--- src/rtl/fetch_request_if.sv ---
// Fetch-request bundle: downstream hold/redirect controls, the instruction-memory
// request/response channel and the {pc, instr} presentation to the fetch latch.
// The master side is the fetch request unit; the slave side is its environment.
interface fetch_request_if;
  logic        hold;
  logic        redirect;
  logic [31:0] redirect_pc;
  logic        imem_req;
  logic [31:0] imem_addr;
  logic        imem_gnt;
  logic        imem_rvalid;
  logic [31:0] imem_rdata;
  logic        readValid;
  logic [31:0] pc_out;
  logic [31:0] instr_out;

  modport master (
    input  hold, redirect, redirect_pc, imem_gnt, imem_rvalid, imem_rdata,
    output imem_req, imem_addr, readValid, pc_out, instr_out
  );

  modport slave (
    output hold, redirect, redirect_pc, imem_gnt, imem_rvalid, imem_rdata,
    input  imem_req, imem_addr, readValid, pc_out, instr_out
  );
endinterface

--- src/rtl/fetch_request_unit.sv ---
// Fetch request unit: owns the PC, issues in-order instruction-memory reads under a
// credit limit, buffers responses with their PCs and presents the head entry to the
// fetch latch. Redirect flushes the buffer and squashes every outstanding read.
// Optional build macro FETCH_PERF_EN adds perf_fetched / perf_squashed / perf_stall.
module fetch_request_unit #(
  parameter logic [31:0] RESET_PC  = 32'h0000_0000,
  parameter int          BUF_DEPTH = 2
) (
  input  logic            clk,
  input  logic            rst,
  fetch_request_if.master bus
`ifdef FETCH_PERF_EN
  ,
  output logic [31:0]     perf_fetched,
  output logic [31:0]     perf_squashed,
  output logic [31:0]     perf_stall
`endif
);

  // Counters must hold 0..BUF_DEPTH inclusive; pointers index BUF_DEPTH slots.
  localparam int            CW       = $clog2(BUF_DEPTH + 1);
  localparam int            IW       = (BUF_DEPTH > 1) ? $clog2(BUF_DEPTH) : 1;
  localparam logic [CW:0]   CREDITS  = (CW + 1)'(BUF_DEPTH);
  localparam logic [IW-1:0] LAST_IDX = IW'(BUF_DEPTH - 1);

  logic [31:0]   pc;
  logic [CW-1:0] occ;        // valid entries in the response buffer
  logic [CW-1:0] inflight;   // granted reads not yet returned (incl. squashed ones)
  logic [CW-1:0] discard;    // returning reads still to be dropped after a redirect
  logic [IW-1:0] buf_head;
  logic [IW-1:0] buf_tail;
  logic [IW-1:0] pf_head;
  logic [IW-1:0] pf_tail;

  logic [31:0]   buf_pc    [BUF_DEPTH];
  logic [31:0]   buf_instr [BUF_DEPTH];
  logic [31:0]   pf_mem    [BUF_DEPTH];   // PCs of live (non-squashed) in-flight reads

  logic          rd_valid;
  logic          pop;
  logic          issue;
  logic          fire;
  logic          rsp;
  logic          rsp_drop;
  logic          rsp_keep;
  logic          push;
  logic [CW:0]   credit_used;

  function automatic logic [IW-1:0] ptr_inc(input logic [IW-1:0] p);
    return (p == LAST_IDX) ? '0 : p + IW'(1);
  endfunction

  // Handshake decode: credits, issue, response routing and head consumption.
  always_comb begin
    rd_valid    = ~rst & (occ != '0);
    pop         = rd_valid & ~bus.hold;
    // A slot popped this cycle is already free for the next read, which keeps a
    // one-cycle memory streaming at one instruction per cycle with two entries.
    credit_used = {1'b0, inflight} + {1'b0, occ} - {{CW{1'b0}}, pop};
    issue       = ~rst & ~bus.redirect & (credit_used < CREDITS);
    fire        = issue & bus.imem_gnt;
    // A response with nothing outstanding (e.g. left over from before reset) is ignored.
    rsp         = ~rst & bus.imem_rvalid & (inflight != '0);
    rsp_drop    = rsp & (discard != '0);
    rsp_keep    = rsp & (discard == '0);
    push        = rsp_keep & ~bus.redirect;
  end

  assign bus.imem_req  = issue;
  assign bus.imem_addr = pc;
  assign bus.readValid = rd_valid;
  assign bus.pc_out    = rd_valid ? buf_pc[buf_head]    : '0;
  assign bus.instr_out = rd_valid ? buf_instr[buf_head] : '0;

  // Control state: PC, credit counters and FIFO pointers; redirect outranks hold and issue.
  always_ff @(posedge clk) begin
    if (rst) begin
      pc       <= RESET_PC;
      occ      <= '0;
      inflight <= '0;
      discard  <= '0;
      buf_head <= '0;
      buf_tail <= '0;
      pf_head  <= '0;
      pf_tail  <= '0;
    end else begin
      inflight <= inflight + CW'(fire) - CW'(rsp);
      if (bus.redirect) begin
        pc       <= bus.redirect_pc;
        occ      <= '0;
        buf_head <= '0;
        buf_tail <= '0;
        pf_head  <= '0;
        pf_tail  <= '0;
        // Every read still outstanding after this cycle belongs to the old stream.
        discard  <= inflight - CW'(rsp);
      end else begin
        if (fire) begin
          pc      <= pc + 32'd4;
          pf_tail <= ptr_inc(pf_tail);
        end
        if (rsp_drop) discard  <= discard - CW'(1);
        if (rsp_keep) pf_head  <= ptr_inc(pf_head);
        if (push)     buf_tail <= ptr_inc(buf_tail);
        if (pop)      buf_head <= ptr_inc(buf_head);
        occ <= occ + CW'(push) - CW'(pop);
      end
    end
  end

  // Datapath storage: issued PCs and returned {pc, instr} pairs, no reset needed.
  always_ff @(posedge clk) begin
    if (fire) pf_mem[pf_tail] <= pc;
    if (push) begin
      buf_pc[buf_tail]    <= pf_mem[pf_head];
      buf_instr[buf_tail] <= bus.imem_rdata;
    end
  end

`ifdef FETCH_PERF_EN
  // Performance counters: consumed entries, squashed reads/entries, stalled cycles.
  always_ff @(posedge clk) begin
    if (rst) begin
      perf_fetched  <= '0;
      perf_squashed <= '0;
      perf_stall    <= '0;
    end else begin
      if (pop)             perf_fetched <= perf_fetched + 32'd1;
      if (rd_valid & bus.hold) perf_stall <= perf_stall + 32'd1;
      // On redirect: entries left in the buffer after this cycle's pop, plus any
      // response landing this cycle, are all thrown away.
      if (bus.redirect)    perf_squashed <= perf_squashed + 32'(occ) - 32'(pop) + 32'(rsp);
      else if (rsp_drop)   perf_squashed <= perf_squashed + 32'd1;
    end
  end
`endif

endmodule
--- src/flat_wrapper.sv ---
// flat-port wrapper written by rule: the top's interface ports become plain ports
module fetch_request_unit_flat 
#(
  parameter logic [31:0] RESET_PC  = 32'h0000_0000,
  parameter int          BUF_DEPTH = 2
)
  (clk, rst, bus_hold, bus_redirect, bus_redirect_pc, bus_imem_gnt, bus_imem_rvalid, bus_imem_rdata, bus_imem_req, bus_imem_addr, bus_readValid, bus_pc_out, bus_instr_out);
  fetch_request_if bus_i ();
  input  logic clk;
  input  logic rst;
  input wire logic [$bits(bus_i.hold)-1:0] bus_hold;
  input wire logic [$bits(bus_i.redirect)-1:0] bus_redirect;
  input wire logic [$bits(bus_i.redirect_pc)-1:0] bus_redirect_pc;
  input wire logic [$bits(bus_i.imem_gnt)-1:0] bus_imem_gnt;
  input wire logic [$bits(bus_i.imem_rvalid)-1:0] bus_imem_rvalid;
  input wire logic [$bits(bus_i.imem_rdata)-1:0] bus_imem_rdata;
  output wire logic [$bits(bus_i.imem_req)-1:0] bus_imem_req;
  output wire logic [$bits(bus_i.imem_addr)-1:0] bus_imem_addr;
  output wire logic [$bits(bus_i.readValid)-1:0] bus_readValid;
  output wire logic [$bits(bus_i.pc_out)-1:0] bus_pc_out;
  output wire logic [$bits(bus_i.instr_out)-1:0] bus_instr_out;
  assign bus_i.hold = bus_hold;
  assign bus_i.redirect = bus_redirect;
  assign bus_i.redirect_pc = bus_redirect_pc;
  assign bus_i.imem_gnt = bus_imem_gnt;
  assign bus_i.imem_rvalid = bus_imem_rvalid;
  assign bus_i.imem_rdata = bus_imem_rdata;
  assign bus_imem_req = bus_i.imem_req;
  assign bus_imem_addr = bus_i.imem_addr;
  assign bus_readValid = bus_i.readValid;
  assign bus_pc_out = bus_i.pc_out;
  assign bus_instr_out = bus_i.instr_out;
  fetch_request_unit #(.RESET_PC(RESET_PC), .BUF_DEPTH(BUF_DEPTH)) u_core (.clk(clk), .rst(rst), .bus(bus_i));
endmodule
--- config.mk ---
export PLATFORM = sky130hd
export DESIGN_NAME = fetch_request_unit_flat
export DESIGN_NICKNAME = d
export VERILOG_FILES = /design/src/rtl/fetch_request_if.sv /design/src/rtl/fetch_request_unit.sv /design/src/flat_wrapper.sv
export SDC_FILE = /design/constraint.sdc
export NUM_CORES = 1
export LEC_CHECK = 0
export ABC_AREA = 1
export BUFFER_PORTS_ARGS = -buffer_cell sky130_fd_sc_hd__buf_2
export CORE_UTILIZATION = 59
export CTS_BUF_LIST = sky130_fd_sc_hd__clkbuf_4
export CTS_CLUSTER_SIZE = 40
export DETAILED_ROUTE_END_ITERATION = 12
export GPL_TIMING_DRIVEN = 0
export PLACE_DENSITY_LB_ADDON = 0.1
export SETUP_SLACK_MARGIN = 0.1
export SLEW_MARGIN = 20
export SYNTH_ARGS = -nofsm -noshare
export SYNTH_HDL_FRONTEND = slang
export SYNTH_SLANG_ARGS = --single-unit
--- constraint.sdc ---
create_clock -name clk -period 5.6 [get_ports clk]
set_clock_uncertainty 0.1 [all_clocks]
set_input_delay 1.12 -clock clk [delete_from_list [all_inputs] [get_ports clk]]
set_output_delay 1.12 -clock clk [all_outputs]
set_load 0.01 [all_outputs]
# Word-level counts from Yosys, hierarchy flattened
# Memory sizes are Yosys's and may differ from the RTL's. A register that Yosys moved wholly into a read port is not among the register bits.
# Cells that the tools add are included.
# word_totals
register_bits	42
ramBits	192
input_bits	70
output_inout_bits	98
elab_cells	65
mem_count	3
# memory_table
name	depth	width	rd	rd_ports_with_merged_regs	write_ports	line_no	rtl
u_core.buf_instr	2	32	1	1	1	fetch_request_unit.sv:36	logic [31:0] buf_instr [BUF_DEPTH];
u_core.buf_pc	2	32	1	1	1	fetch_request_unit.sv:35	logic [31:0] buf_pc [BUF_DEPTH];
u_core.pf_mem	2	32	1	1	1	fetch_request_unit.sv:37	logic [31:0] pf_mem [BUF_DEPTH];
# classes
add_sub_neg	13
magnitude_cmp	1
mux	20
bitwise_logic	13
n_reduce_logical	7
# ops
op	n
two-way mux 32 bit	4
adder 32 x 3 -> 32 bit, second input constant	1
two-way mux 1 bit	14
bitwise AND 1 bit	10
nonzero test 2 bit	5
subtractor 2 x 1 -> 2 bit	3
adder 1 bit, second input constant	4
adder 2 x 1 -> 2 bit	2
two-way mux 2 bit	2
adder 2 x 2 -> 3 bit	1
< comparator 3 x 2 -> 1 bit, second input constant	1
NOT 1 bit	3
subtractor 3 x 1 -> 3 bit	1
zero test 2 bit	1
OR reduction 2 bit	1
subtractor 2 x 1 -> 2 bit, second input constant	1

# Depth between registers and ports, before layout
# depth
word_depth	9
mapped_depth	20
mapped_depth_nobuf	19

# Worst setup path before layout
# Ideal clock, no wire load.
# synth_timing
path_type	input-to-reg
start	input port rst
end	memory u_core.buf_instr[1][0], enable pin
setup_ns	0.486
arrival_ns	4.537
t_required_ns	5.014
slack_ns	0.477
path_stages	8
n_path_buf	1
cell_sequence	buf_4 inv_4 nand2_1 a21oi_2 nand2_1 nor2_1 inv_1 nor2_1
# synth_between
elab_chain_cells	7
# synth_rtl
element	line_no	rtl
start, declared	flat_wrapper.sv:10	input logic rst;
NOT 1 bit	fetch_request_unit.sv:63	rsp = ~rst & bus.imem_rvalid & (inflight != '0);
bitwise AND 1 bit (2 in a row)	fetch_request_unit.sv:63	
bitwise AND 1 bit	fetch_request_unit.sv:65	rsp_keep = rsp & (discard == '0);
bitwise AND 1 bit	fetch_request_unit.sv:66	push = rsp_keep & ~bus.redirect;
named net u_core.push	fetch_request_unit.sv:46	logic push;
two-way mux 1 bit	fetch_request_unit.sv:114	if (push) begin
two-way mux 1 bit (implied by the code)	fetch_request_unit.sv:116	buf_instr[buf_tail] <= bus.imem_rdata;
end, declared	fetch_request_unit.sv:36	
# The timed path passes the listed nets, and every way through them passes these cells.

# Worst setup path in the final report
# layout_timing
start	input port rst
end	output port bus_imem_req
# layout_between
elab_chain_cells	6
word_cells_on_any_way	7
cone_classes	1 x add/sub; 1 x order compare; 5 x bitwise
# layout_rtl
element	line_no	rtl
NOT 1 bit	fetch_request_unit.sv:55	rd_valid = ~rst & (occ != '0);
bitwise AND 1 bit	fetch_request_unit.sv:55	
bitwise AND 1 bit	fetch_request_unit.sv:56	pop = rd_valid & ~bus.hold;
named net u_core.pop	fetch_request_unit.sv:40	logic pop;
subtractor 3 x 1 -> 3 bit	fetch_request_unit.sv:59	credit_used = {1'b0, inflight} + {1'b0, occ} - {{CW{1'b0}}, pop};
< comparator 3 x 2 -> 1 bit	fetch_request_unit.sv:60	issue = ~rst & ~bus.redirect & (credit_used < CREDITS);
bitwise AND 1 bit	fetch_request_unit.sv:60	
end, declared	flat_wrapper.sv:17	output wire logic [$bits(bus_i.imem_req)-1:0] bus_imem_req;
# The timed path passes the listed nets, and every way through them passes these cells.

==> qor.csv <==
stage,metric,value,unit
clock_tree,Post-CTS Hold Fix Bufs,0,
floorplanning,die width,134,µm
clock_tree,H-tree levels,2,
worst_hold_path,HP Class,reg -> reg,
grt,initial antenna violation count,1,
clock_tree,Clock Latency Late Sink,660,ps
placed_design,Final GP Congestion,0.907,
floorplanning,Die Area,18100,µm²
logic_synthesis,register area share after synthesis,64.2,%
route,final WL,21.5,mm
power_and_ir_drop,P per Cell Area,291,nW/µm²
flow_run,Max Cap Viol,0,
sta,worst hold slack,357,ps
logic_synthesis,syn nets,996,
sta,fmax,218,MHz
logic_synthesis,#FFs+latches synth,236,
logic_synthesis,Synth Cell Area,10300,µm²
setup_path,Startpoint Class,input pin,
floorplanning,Initial Utilization,60.0,%
setup_path,required time of the worst setup path,4380,ps
floorplanning,Row Count,48,
power_and_ir_drop,overall power,3.58,mW
clock_tree,Post-CTS Setup Bufs,0,
clock_tree,TritonCTS Buffers,58,
clock_tree,Longest Clk Path Bufs,3,
route,DRC Markers,0,
clock_tree,post_cts resized,0,
grt,largest net degree at the start of global routing,38,
clock_tree,clk sinks,236,
floorplanning,CORE AREA,17200,µm²
clock_tree,"Clk pin slew, worst setup/hold paths",70,ps
clock_tree,CTS Root Buffer Type,clkbuf_4,
clock_tree,CTS tree,yes,
placed_design,Placed Cells incl. Taps,1313,
sta,max_slew headroom,48.7,%
route,Iter 0 DRT Violations,436,
placed_design,I/O Buffers,165,
sta,Fin. Hold Viols,0,
logic_synthesis,share of the synthesized area in the top cell type,55.7,%
placed_design,hpwl dp,14.9,mm
sta,Tmin final,4580,ps
setup_path,CP Capture Type,output pin,
logic_synthesis,yosys warns,0,
logic_synthesis,Avg Inst Size Synth,11.3,µm²
logic_synthesis,Synth area leader,edfxtp_1,
sta,Final Max Tran Viols,0,
final_layout,layout cell share with drive strength beyond 1,33.2,%
floorplanning,die height,134,µm
final_layout,Final #Nets,1226,
route,vias per inst,5.03,
grt,first-pass GRT wire length,33.5,mm
floorplanning,Top-Level Pins,168,
run_status,status,completed,
sta,Final Cycle Share,81.9,%
worst_hold_path,Worst Min Path Start,u_core.buf_head$_SDFFE_PP0P_,
logic_synthesis,top post-synthesis cells by area,"edfxtp_1 (56%), mux2_2 (9.8%), dfxtp_1 (8.5%)",
final_layout,"commonest cells after routing, fill and taps aside","nand2_1 (216), edfxtp_1 (192), buf_2 (181), inv_1 (134), mux2_2 (90)",
sta,RSZ-0062 raised after global routing,no,
logic_synthesis,Netlist cell types,35,
power_and_ir_drop,Leak,5.44,nW
route,ANT nets after route,0,
grt,total congestion overflow,0,
setup_path,crit path kind,in -> out,
final_layout,final cell count without fillers,1412,
route,vias after detailed routing,7105,
logic_synthesis,post-synthesis instance total,918,
setup_path,crit-path max FO,9,
route,Routed WL per cell,15.2,µm
final_layout,"commonest non-fill, non-tap cell in the layout",nand2_1,
sta,Worst Tran Pin Value,768,ps
setup_path,Crit. Startpoint,rst,
setup_path,Reg-to-Reg Start,u_core.occ[1]$_SDFF_PP0_,
grt,gr usage total,24.2,%
power_and_ir_drop,VDD IR max,0.206,mV
sta,Final setup violation count,0,
grt,vias in the first global route,6796,
final_layout,area grow syn2layout,19.1,%
route,DR pass1 iterations,6,
setup_path,WP data arrival,3360,ps
## cell usage after synthesis
cell type,instances
inv_1,135
nor2_1,51
buf_4,3
mux2_2,90
mux2_1,6
nor2_4,3
and2_1,2
a22oi_1,1
o21ai_0,18
or2_2,3
nor2_2,3
nand2_1,216
clkbuf_1,10
xor2_1,2
inv_4,2
nand4_1,1
or2_0,1
nand3_1,55
xnor2_1,5
nand3_4,1
inv_2,1
nor3b_2,1
nand2_2,3
buf_2,16
a21oi_1,31
buf_6,3
nand2_4,1
clkinv_2,1
dfxtp_1,44
a31oi_1,4
ha_1,7
o21bai_1,3
fa_1,1
edfxtp_1,192
a21oi_2,2
## state kept, by name, summed over array words and instances, names as in the netlist, named ones only
signal / flops
u_core.inflight: 2
u_core.discard: 2
u_core.bus.imem_addr: 32
u_core.pf_tail: 1
u_core.buf_head: 1
u_core.pf_head: 1
u_core.buf_instr: 64
u_core.buf_pc: 64
u_core.occ: 2
u_core.pf_mem: 64
u_core.buf_tail: 1
## routing by layer
layer | track usage (%) | wire length [µm] | up-vias
met2 | 40.4 | 10400 | 263
met1 | 30.4 | 9040 | 3276
met4 | 10.3 | 391 | 0
li1 | - | - | 3541
met3 | 5.48 | 1620 | 25
met5 | 0 | 0 | -
## final timing paths
| check | end | slack (ps) | depth (start not counted) |
|---|---|---|---|
| setup / recovery | bus_imem_req | 1020 | 15 |
| hold / removal | register | 360 | 1 |
| setup reg to reg | u_core.pf_mem[0][20]$_DFFE_PP_ | 1650 | 16 |
| hold reg to reg | register | 360 | 1 |
## power breakdown
group | internal, mW | total [mW] | switching, mW
Combinational | 0.0862 | 0.209 | 0.123
Sequential | 1.94 | 1.98 | 0.0391
Clock | 0.761 | 1.40 | 0.636
## worst max-delay path, cell delays in order
cell	delay, ps
buf_4	160
a21oi_1	460
inv_1	70
or2_0	200
inv_1	110
ha_1	240
inv_1	70
nand2_1	60
fa_1	380
inv_1	70
nand2_1	40
nand2_1	110
nand2_1	60
nor2_1	70
buf_2	130
## final cells by class
type	instances	area, µm²
Inverter	139	531
Tap cell	225	282
Sequential cell	236	6650
Timing Repair Buffer	170	941
Fill cell	1304	4910
Multi-Input combinational cell	511	3020
Clock buffer	82	616
Clock inverter	16	115
Buffer	32	174
Antenna cell	1	2.50
## stage by stage
step	TNS [ps]	instance area (µm²)	setup WS (ps)	util (%)
after floorplan	0	10300	477	-
after global placement	-124560	11500	-1460	66.5
after detailed placement	0	11600	749	67.3
after CTS	0	12300	965	71.5
after global routing	0	12300	749	71.5
final	0	12300	1020	71.5
## logic make-up after synthesis
| kind of cell | after synthesis | synth area share [%] |
|---|---|---|
| compound gates | 59 | 3.07 |
| xor+xnor | 7 | 0.592 |
| fa+ha+maj | 8 | 1.04 |
| buf+inv | 171 | 6.78 |
| flops | 236 | 64.2 |
| mux | 96 | 10.4 |
| simple gates | 341 | 13.9 |
No activity file was read; power rests on OpenSTA's default activity.
